[src/rtl/cla_addsub64_pipe.sv]
// ---------------------------------------------------------------------------
// cla_addsub64_pipe
//
// Two-stage pipelined 64-bit adder/subtractor built from 16-bit carry
// look-ahead slices. Subtraction is done as a + ~b + ~cin, so the carry
// chain doubles as the borrow chain and cout is inverted back into a borrow.
//
//   Stage 1: bits 31:0 resolved through two CLA slices; the mid carry (c32),
//            the upper operand halves and the op bit are registered.
//   Stage 2: bits 63:32 resolved from the registered c32; result and flags
//            are registered and presented with o_out_valid.
//
// Ports
//   i_clk        clock, rising edge
//   i_rst        asynchronous active-high reset
//   i_in_valid   operand beat valid
//   o_in_ready   block accepts a beat this cycle (depends on i_out_ready,
//                never on i_in_valid)
//   i_op         0 = add, 1 = subtract
//   i_a, i_b     64-bit operands
//   i_cin        carry-in (add) / borrow-in (subtract)
//   o_out_valid  result beat valid
//   i_out_ready  downstream accepts the result
//   o_res        sum or difference, modulo 2^64
//   o_cout       carry-out (add) / borrow-out (subtract)
//   o_ovf        signed two's-complement overflow
//   o_zero       o_res == 0
// ---------------------------------------------------------------------------
module cla_addsub64_pipe #(
    parameter int unsigned W = 64  // fixed at 64: two halves of two 16-bit slices
) (
    input  logic         i_clk,
    input  logic         i_rst,
    input  logic         i_in_valid,
    output logic         o_in_ready,
    input  logic         i_op,
    input  logic [W-1:0] i_a,
    input  logic [W-1:0] i_b,
    input  logic         i_cin,
    output logic         o_out_valid,
    input  logic         i_out_ready,
    output logic [W-1:0] o_res,
    output logic         o_cout,
    output logic         o_ovf,
    output logic         o_zero
);

    // -----------------------------------------------------------------------
    // 16-bit carry look-ahead slice.
    // Returns c[16:0] where c[0] is the slice carry-in and c[i] is the carry
    // into bit i (c[16] is the slice carry-out). Four 4-bit groups produce
    // group generate/propagate; a second look-ahead level produces the group
    // carries, then each group expands its internal carries from its own
    // group carry, so no carry ripples across more than one level.
    // -----------------------------------------------------------------------
    function automatic logic [16:0] cla16(input logic [15:0] p,
                                          input logic [15:0] g,
                                          input logic        ci);
        logic [3:0]  gg;
        logic [3:0]  gp;
        logic [4:0]  gc;
        logic [16:0] c;
        int          base;

        for (int k = 0; k < 4; k++) begin
            base  = 4 * k;
            gp[k] = &p[base +: 4];
            gg[k] = g[base+3]
                  | (p[base+3] & g[base+2])
                  | (p[base+3] & p[base+2] & g[base+1])
                  | (p[base+3] & p[base+2] & p[base+1] & g[base]);
        end

        gc[0] = ci;
        gc[1] = gg[0] | (gp[0] & ci);
        gc[2] = gg[1] | (gp[1] & gg[0]) | (gp[1] & gp[0] & ci);
        gc[3] = gg[2] | (gp[2] & gg[1]) | (gp[2] & gp[1] & gg[0])
              | (gp[2] & gp[1] & gp[0] & ci);
        gc[4] = gg[3] | (gp[3] & gg[2]) | (gp[3] & gp[2] & gg[1])
              | (gp[3] & gp[2] & gp[1] & gg[0])
              | (gp[3] & gp[2] & gp[1] & gp[0] & ci);

        for (int k = 0; k < 4; k++) begin
            base        = 4 * k;
            c[base]     = gc[k];
            c[base + 1] = g[base] | (p[base] & gc[k]);
            c[base + 2] = g[base+1] | (p[base+1] & g[base])
                        | (p[base+1] & p[base] & gc[k]);
            c[base + 3] = g[base+2] | (p[base+2] & g[base+1])
                        | (p[base+2] & p[base+1] & g[base])
                        | (p[base+2] & p[base+1] & p[base] & gc[k]);
        end
        c[16] = gc[4];
        return c;
    endfunction

    // -----------------------------------------------------------------------
    // Flow control
    // -----------------------------------------------------------------------
    logic r_s1_valid;
    logic r_s2_valid;
    logic w_s2_adv;
    logic w_accept;

    // Stage 2 takes stage 1's beat when its own slot is empty or draining.
    assign w_s2_adv   = r_s1_valid & (~r_s2_valid | i_out_ready);
    assign o_in_ready = ~r_s1_valid | w_s2_adv;
    assign w_accept   = i_in_valid & o_in_ready;

    // -----------------------------------------------------------------------
    // Stage 1: low half
    // -----------------------------------------------------------------------
    logic [63:0] w_bb;
    logic        w_ci;
    logic [31:0] w_p_lo;
    logic [31:0] w_g_lo;
    logic [16:0] w_c_lo0;
    logic [16:0] w_c_lo1;
    logic [31:0] w_sum_lo;

    // Subtract folds into the adder: a - b - cin == a + ~b + ~cin.
    assign w_bb     = i_op ? ~i_b : i_b;
    assign w_ci     = i_op ^ i_cin;
    assign w_p_lo   = i_a[31:0] ^ w_bb[31:0];
    assign w_g_lo   = i_a[31:0] & w_bb[31:0];
    assign w_c_lo0  = cla16(w_p_lo[15:0], w_g_lo[15:0], w_ci);
    assign w_c_lo1  = cla16(w_p_lo[31:16], w_g_lo[31:16], w_c_lo0[16]);
    assign w_sum_lo = w_p_lo ^ {w_c_lo1[15:0], w_c_lo0[15:0]};

    logic [31:0] r_s1_res_lo;
    logic        r_s1_c32;
    logic [31:0] r_s1_a_hi;
    logic [31:0] r_s1_bb_hi;
    logic        r_s1_op;

    always_ff @(posedge i_clk or posedge i_rst) begin
        if (i_rst) begin
            r_s1_valid <= 1'b0;
        end else if (w_accept) begin
            r_s1_valid <= 1'b1;
        end else if (w_s2_adv) begin
            r_s1_valid <= 1'b0;
        end
    end

    always_ff @(posedge i_clk or posedge i_rst) begin
        if (i_rst) begin
            r_s1_res_lo <= '0;
            r_s1_c32    <= 1'b0;
            r_s1_a_hi   <= '0;
            r_s1_bb_hi  <= '0;
            r_s1_op     <= 1'b0;
        end else if (w_accept) begin
            r_s1_res_lo <= w_sum_lo;
            r_s1_c32    <= w_c_lo1[16];
            r_s1_a_hi   <= i_a[63:32];
            r_s1_bb_hi  <= w_bb[63:32];
            r_s1_op     <= i_op;
        end
    end

    // -----------------------------------------------------------------------
    // Stage 2: high half and flags
    // -----------------------------------------------------------------------
    logic [31:0] w_p_hi;
    logic [31:0] w_g_hi;
    logic [16:0] w_c_hi0;
    logic [16:0] w_c_hi1;
    logic [31:0] w_sum_hi;
    logic [63:0] w_res;
    logic        w_c63;
    logic        w_c64;

    assign w_p_hi   = r_s1_a_hi ^ r_s1_bb_hi;
    assign w_g_hi   = r_s1_a_hi & r_s1_bb_hi;
    assign w_c_hi0  = cla16(w_p_hi[15:0], w_g_hi[15:0], r_s1_c32);
    assign w_c_hi1  = cla16(w_p_hi[31:16], w_g_hi[31:16], w_c_hi0[16]);
    assign w_sum_hi = w_p_hi ^ {w_c_hi1[15:0], w_c_hi0[15:0]};
    assign w_res    = {w_sum_hi, r_s1_res_lo};
    // c63 is the carry into bit 63, i.e. into bit 15 of the top slice.
    assign w_c63    = w_c_hi1[15];
    assign w_c64    = w_c_hi1[16];

    logic [63:0] r_res;
    logic        r_cout;
    logic        r_ovf;
    logic        r_zero;

    always_ff @(posedge i_clk or posedge i_rst) begin
        if (i_rst) begin
            r_s2_valid <= 1'b0;
        end else if (w_s2_adv) begin
            r_s2_valid <= 1'b1;
        end else if (i_out_ready) begin
            r_s2_valid <= 1'b0;
        end
    end

    // Payload only moves on advance, so it is held while the consumer stalls.
    always_ff @(posedge i_clk or posedge i_rst) begin
        if (i_rst) begin
            r_res  <= '0;
            r_cout <= 1'b0;
            r_ovf  <= 1'b0;
            r_zero <= 1'b0;
        end else if (w_s2_adv) begin
            r_res  <= w_res;
            r_cout <= r_s1_op ^ w_c64;  // raw carry inverted into a borrow on subtract
            r_ovf  <= w_c64 ^ w_c63;
            r_zero <= (w_res == 64'd0);
        end
    end

    assign o_out_valid = r_s2_valid;
    assign o_res       = r_res;
    assign o_cout      = r_cout;
    assign o_ovf       = r_ovf;
    assign o_zero      = r_zero;

endmodule

[config.mk]
export PLATFORM = sky130hd
export DESIGN_NAME = cla_addsub64_pipe
export DESIGN_NICKNAME = d
export VERILOG_FILES = /design/src/rtl/cla_addsub64_pipe.sv
export SDC_FILE = /design/constraint.sdc
export NUM_CORES = 1
export LEC_CHECK = 0
export BUFFER_PORTS_ARGS = -buffer_cell sky130_fd_sc_hd__buf_2
export CORE_MARGIN = 4
export CORE_UTILIZATION = 33
export CTS_BUF_LIST = sky130_fd_sc_hd__clkbuf_4
export DETAILED_ROUTE_END_ITERATION = 16
export PLACE_DENSITY = 0.65
export SLEW_MARGIN = 20
export SYNTH_ARGS = -nofsm -noshare
export SYNTH_HDL_FRONTEND = slang
export SYNTH_SLANG_ARGS = --single-unit
export TNS_END_PERCENT = 20
[constraint.sdc]
create_clock -name i_clk -period 4.9 [get_ports i_clk]
set_input_delay 0.735 -clock i_clk [delete_from_list [all_inputs] [get_ports i_clk]]
set_output_delay 0.735 -clock i_clk [all_outputs]
set_load 0.05 [all_outputs]
---- Word level (Yosys, flattened, before mapping) ----
Index checks and enable logic that the tools add are counted.
word-level totals
  flip-flop bits (word level) ............. 167
  bits in read-only memories .............. 0
  memory bits (writable) .................. 0
  input bits .............................. 134
  latch bits .............................. 0
  logic and storage cells ................. 523
  memories kept ........................... 0
  output and inout port bits .............. 69
cells by class
  eq/ne operators ......................... 0
  $lt $le $gt $ge ......................... 0
  reductions and logical operators ........ 19
  multiplexer cells ....................... 5
  $add $sub $neg .......................... 0
  divide/modulo/power cells ............... 0
  shifts and indexed selects .............. 0
  bitwise gates (word level) .............. 488
  $mul .................................... 0
operators with widths
  cell               number
  $and 1x1->1        290
  $or 1x1->1         186
  $xor 32x32->32     4
  $and 32x32->32     2
  $logic_not 64->1   1
  $mux 64            1
  $not 64->64        1
  $reduce_and 4->1   16
  $mux 1             4
  $reduce_bool 2->1  2
  $xor 1x1->1        3
  $not 1->1          2

---- Longest topological paths before layout ----
  word-level depth ........................ 17
  gate-level depth with buffers ........... 16

---- Worst setup path before layout ----
Ideal clock, no wire load.
  path kind ............................... input-to-reg
  from .................................... in i_op
  to ...................................... reg r_s1_res_lo[25]
  buffers on the path ..................... 3
  arrival time ............................ 4.048 ns
  slack ................................... 0.769 ns
  stages .................................. 15
  library setup time ...................... 0.083 ns
  cells stage by stage .................... clkbuf_1 > buf_1 > buf_1 > xor2_1 > ha_1 > a21oi_1 > o21ai_1 > a21oi_1 > o32ai_1 > a311oi_4 > o21ai_1 > clkinv_1 > fa_1 > xor2_1 > o21ai_0
between the ends
  longest elaborated chain between the ends .. 16
  elaborated cells between the ends (all ways) .. 77
RTL lines
  item                                                     RTL line    RTL
  start: declaration                                       36          input logic i_op,
  $mux 64                                                  122         assign w_bb = i_op ? ~i_b : i_b;
  $xor 32x32->32 / $and 32x32->32 (equally long branches)  124, 125
  $and 1x1->1 (on tied branches)                           69, 70, 71
  $or 1x1->1 (tied with other cells)                       69          | (p[base+3] & g[base+2])
  $or 1x1->1 / $and 1x1->1 (equally long branches)         70, 71
  $or 1x1->1                                               71          | (p[base+3] & p[base+2] & p[base+1] & g[base]);
  $and 1x1->1                                              79          gc[4] = gg[3] | (gp[3] & gg[2]) | (gp[3] & gp[2] & gg[1])
  $or 1x1->1 (2 in a row)                                  79
  $or 1x1->1                                               80          | (gp[3] & gp[2] & gp[1] & gg[0])
  $or 1x1->1                                               81          | (gp[3] & gp[2] & gp[1] & gp[0] & ci);
  $and 1x1->1                                              76          gc[2] = gg[1] | (gp[1] & gg[0]) | (gp[1] & gp[0] & ci);
  $or 1x1->1                                               76
  $and 1x1->1                                              86          c[base + 1] = g[base] | (p[base] & gc[k]);
  $or 1x1->1                                               86
  $xor 32x32->32 *                                         128         assign w_sum_lo = w_p_lo ^ {w_c_lo1[15:0], w_c_lo0[15:0]};
  end signal: assignment                                   154         r_s1_res_lo <= w_sum_lo;
  end: declaration                                         130         logic [31:0] r_s1_res_lo;
Every way passes the cells marked *; elsewhere a longest branch is shown, timed or not.
A chain may end at the register's enable or synchronous reset.

---- Worst setup path in the final report ----
  from .................................... reg r_s1_a_hi[11]
  to ...................................... reg r_zero, in the netlist o_zero
between the ends
  elaborated cells between the ends (all ways) .. 68
RTL lines
  item                                              RTL line    RTL
  start: declaration                                132         logic [31:0] r_s1_a_hi;
  start signal: assignment                          156         r_s1_a_hi <= i_a[63:32];
  $xor 32x32->32                                    174         assign w_p_hi = r_s1_a_hi ^ r_s1_bb_hi;
  $and 1x1->1 (on tied branches)                    69, 70, 71
  $or 1x1->1 (tied with other cells)                69
  $or 1x1->1 / $and 1x1->1 (equally long branches)  70, 71
  $or 1x1->1                                        71
  $and 1x1->1                                       79
  $or 1x1->1 (2 in a row)                           79
  $or 1x1->1                                        80
  $or 1x1->1 *                                      81
  $and 1x1->1 *                                     76
  $or 1x1->1 *                                      76
  $xor 32x32->32 *                                  178         assign w_sum_hi = w_p_hi ^ {w_c_hi1[15:0], w_c_hi0[15:0]};
  via w_sum_hi[24]                                  169         logic [31:0] w_sum_hi;
  $logic_not 64->1 *                                210         r_zero <= (w_res == 64'd0);
  end signal: assignment                            210
  end: declaration                                  187         logic r_zero;
Mark *: on every way through the listed nets, which the timed path passes. The rest lies on a longest branch.

==> metrics.txt <==
area delta synth->final=17.68%; library cells used by synthesis=59; die height=178.4 um; most frequent cell after synthesis=nand2_1; All-Layer GR Usage=15.94%; met3 wire length=1595 um; final setup skew=0.01618 ns; yosys warns=0; Final Util=39.29%; Root Buffer=clkbuf_4; ys flop type=dfrtp_1; met1 wire length=11220 um; DRT iter0 DRCs=344; Setup violations, final=0; Seq/Total Area, Yosys=43.60%; Post-Route Setup TNS=0 ns; DRC errors left=0; fraction of layout cells with a size suffix above 1=20.16%; Hold Vio Cnt, Final=0; WL met2=11840 um; Mapped Cells=1060; Clock Tree Buf Depth=2; leakage=5.697 nW; power per cell area=463.3 nW/um2; Initial Utilization=33.39%; die footprint=31830 um2; CTS sink count=167; Worst Hold Class=input pin to flip-flop; Final Non-Filler Cells=1640; initial antenna violation count=1; CP Class=flip-flop to flip-flop; count of flip-flops with a built-in enable after synthesis=0; vias per cell=4.705; status=complete, no violations; largest net degree at the start of global routing=168; global route overflow=0; cts hold-fix bufs=0; Max Cap Violations=0; critical path launch point type=flip-flop; Post-Syn Nets=1274; number of setup buffers added after CTS=0; Slew Limit Fails=0; CTS tree=yes; period utilization=88.01%; Post-Place Cells=1607; top cells by area, synth=dfrtp_1 (44%), nand2_1 (13%), ha_1 (8.4%), xor2_1 (5.8%), o21ai_0 (4.8%); DR pass1 iterations=5; Routed WL per cell=15.25 um; Final Routed Wirelength=25000 um; clock buffer count from CTS=17; syn avg cell area=9.042 um2; endpoint class of the critical path=flip-flop; Max Fclk=231.9 MHz; placed wire-length estimate=19160 um; die width=178.4 um; CP required=5.40 ns; Yosys top cell area share=43.60%; Skew-Pair Late Insertion Delay=0.55 ns; FP Rows=62; post-CTS sizing=0; RSZ-0062 raised after global routing=no; vias in the first global route=7856; NumNets Final=1456; asr flop ratio synth=100.0%; slew at the pin with the worst max-slew slack=0.9777 ns; first-pass GRT wire length=40190 um; mapped cell area=9584 um2; ANT nets after route=0; GP Congestion=0.8551; total number of vias=7716; CTS clk-pin slew, worst paths=0.15 ns; critical path peak fanout=5; H-tree Lvls=4; Port Buffers=202; Core ar.=28700 um2; Commonest cells post-synth=nand2_1 (327), dfrtp_1 (167), o21ai_0 (91), ha_1 (64), xor2_1 (63); Final min period=4.313 ns; area leader, netlist=dfrtp_1; crit path DAT=4.81 ns; Worst VDD drop=140.9 uV; slew margin rel.=34.82%; top sig layer=met4; Synth Register Bits=167; I/O pins=203
-- worst paths after layout --
kind,end,slack (ns),depth (start not counted),from
worst max register to register,o_zero$_DFFE_PP0P_,0.59,15,r_s1_a_hi[11]$_DFFE_PP0P_
max in group asynchronous,r_s1_res_lo[20]$_DFFE_PP0P_,3.79,3,i_rst
worst min-delay path,r_s1_a_hi[2]$_DFFE_PP0P_,0.37,3,i_a[34]
min in group asynchronous,o_res[42]$_DFFE_PP0P_,0.38,3,i_rst
worst min register to register,o_res[44]$_DFFE_PP0P_,0.48,2,o_res[44]$_DFFE_PP0P_
worst max-delay path,o_zero$_DFFE_PP0P_,0.59,15,r_s1_a_hi[11]$_DFFE_PP0P_
-- registers in the layout, summed over array words and instances (netlist names) --
register     count
o_ovf            1
o_res           64
r_s1_op          1
r_s1_bb_hi      32
o_out_valid      1
r_s1_valid       1
o_cout           1
o_zero           1
r_s1_a_hi       32
r_s1_res_lo     32
r_s1_c32         1
-- kinds of logic after synthesis --
| family | after synthesis | share of synthesized area [%] |
|---|---|---|
| adders and majority gates | 80 | 11.70 |
| and+or+nand+nor | 421 | 18.46 |
| xor gates and xnor gates | 112 | 10.23 |
| DFF | 167 | 43.60 |
| AOI/OAI and AO/OA | 194 | 12.36 |
| muxes | 4 | 0.4308 |
| buffers and inverters | 82 | 3.211 |
-- where the power goes --
| group | internal [W] | switching, W | total [W] |
|---|---|---|---|
| sequential | 0.00174 | 0.000259 | 0.00200 |
| combinational | 0.000716 | 0.00168 | 0.00240 |
| clock | 0.000306 | 0.000523 | 0.000829 |
| total | 0.00276 | 0.00246 | 0.00523 |
-- stage by stage --
stage	power [W]	hold slack [ns]	cell area, um2	setup WS [ns]
final	0.005225	0.3661	11280	0.5874
after global routing	0.005608	0.3041	11280	0.3848
after CTS	0.005306	0.2966	11280	0.5697
after detailed placement	0.004456	0.4576	11000	0.6154
after global placement	0.004415	0.4535	11000	0.7441
after floorplan	0.003734	0.4523	9588	0.7692
-- layer usage --
layer | global-route usage [%] | vias up
met5 | 0 | -
met4 | 4.061 | 0
met3 | 3.858 | 24
met2 | 26.82 | 212
met1 | 20.67 | 3583
li1 | - | 3897
-- critical path, cell delays in order, from the launching register on --
cell,delay [ns]
dfrtp_1,0.42
ha_1,0.37
and2_1,0.20
a221o_1,0.36
a21oi_1,0.17
and3_1,0.30
nor3_1,0.11
nand2b_1,0.17
fa_1,0.46
nor4b_1,0.33
nand4_1,0.12
nor3_1,0.22
nand4_1,0.12
or4b_1,0.52
nor3b_1,0.20
a32o_1,0.18
-- layout make-up --
cell class | count | area, um2
diodes | 1 | 2.502
clock inverters | 15 | 151.4
clock buffers | 17 | 127.6
flip-flops and latches | 167 | 4179
inverters | 38 | 146.4
well taps | 384 | 480.5
multi-input cells | 811 | 5115
repair buffers | 207 | 1076
fillers | 2953 | 17420
-- cells in the final DEF, fill, tap and decap left out, types with 8 or more instances in the layout --
cell type    n
a21oi_1     37
xnor2_1     49
nand2b_1     8
nor4_1       8
clkbuf_4    17
o21ai_0     91
dfrtp_1    167
ha_1        64
nand2_1    325
nor3_1       8
o21ai_1      9
nand4_1     10
inv_1       36
a21o_1      14
fa_1        16
nor2_1      26
xor2_1      63
buf_2      201
(Power assumes the default switching activity.)
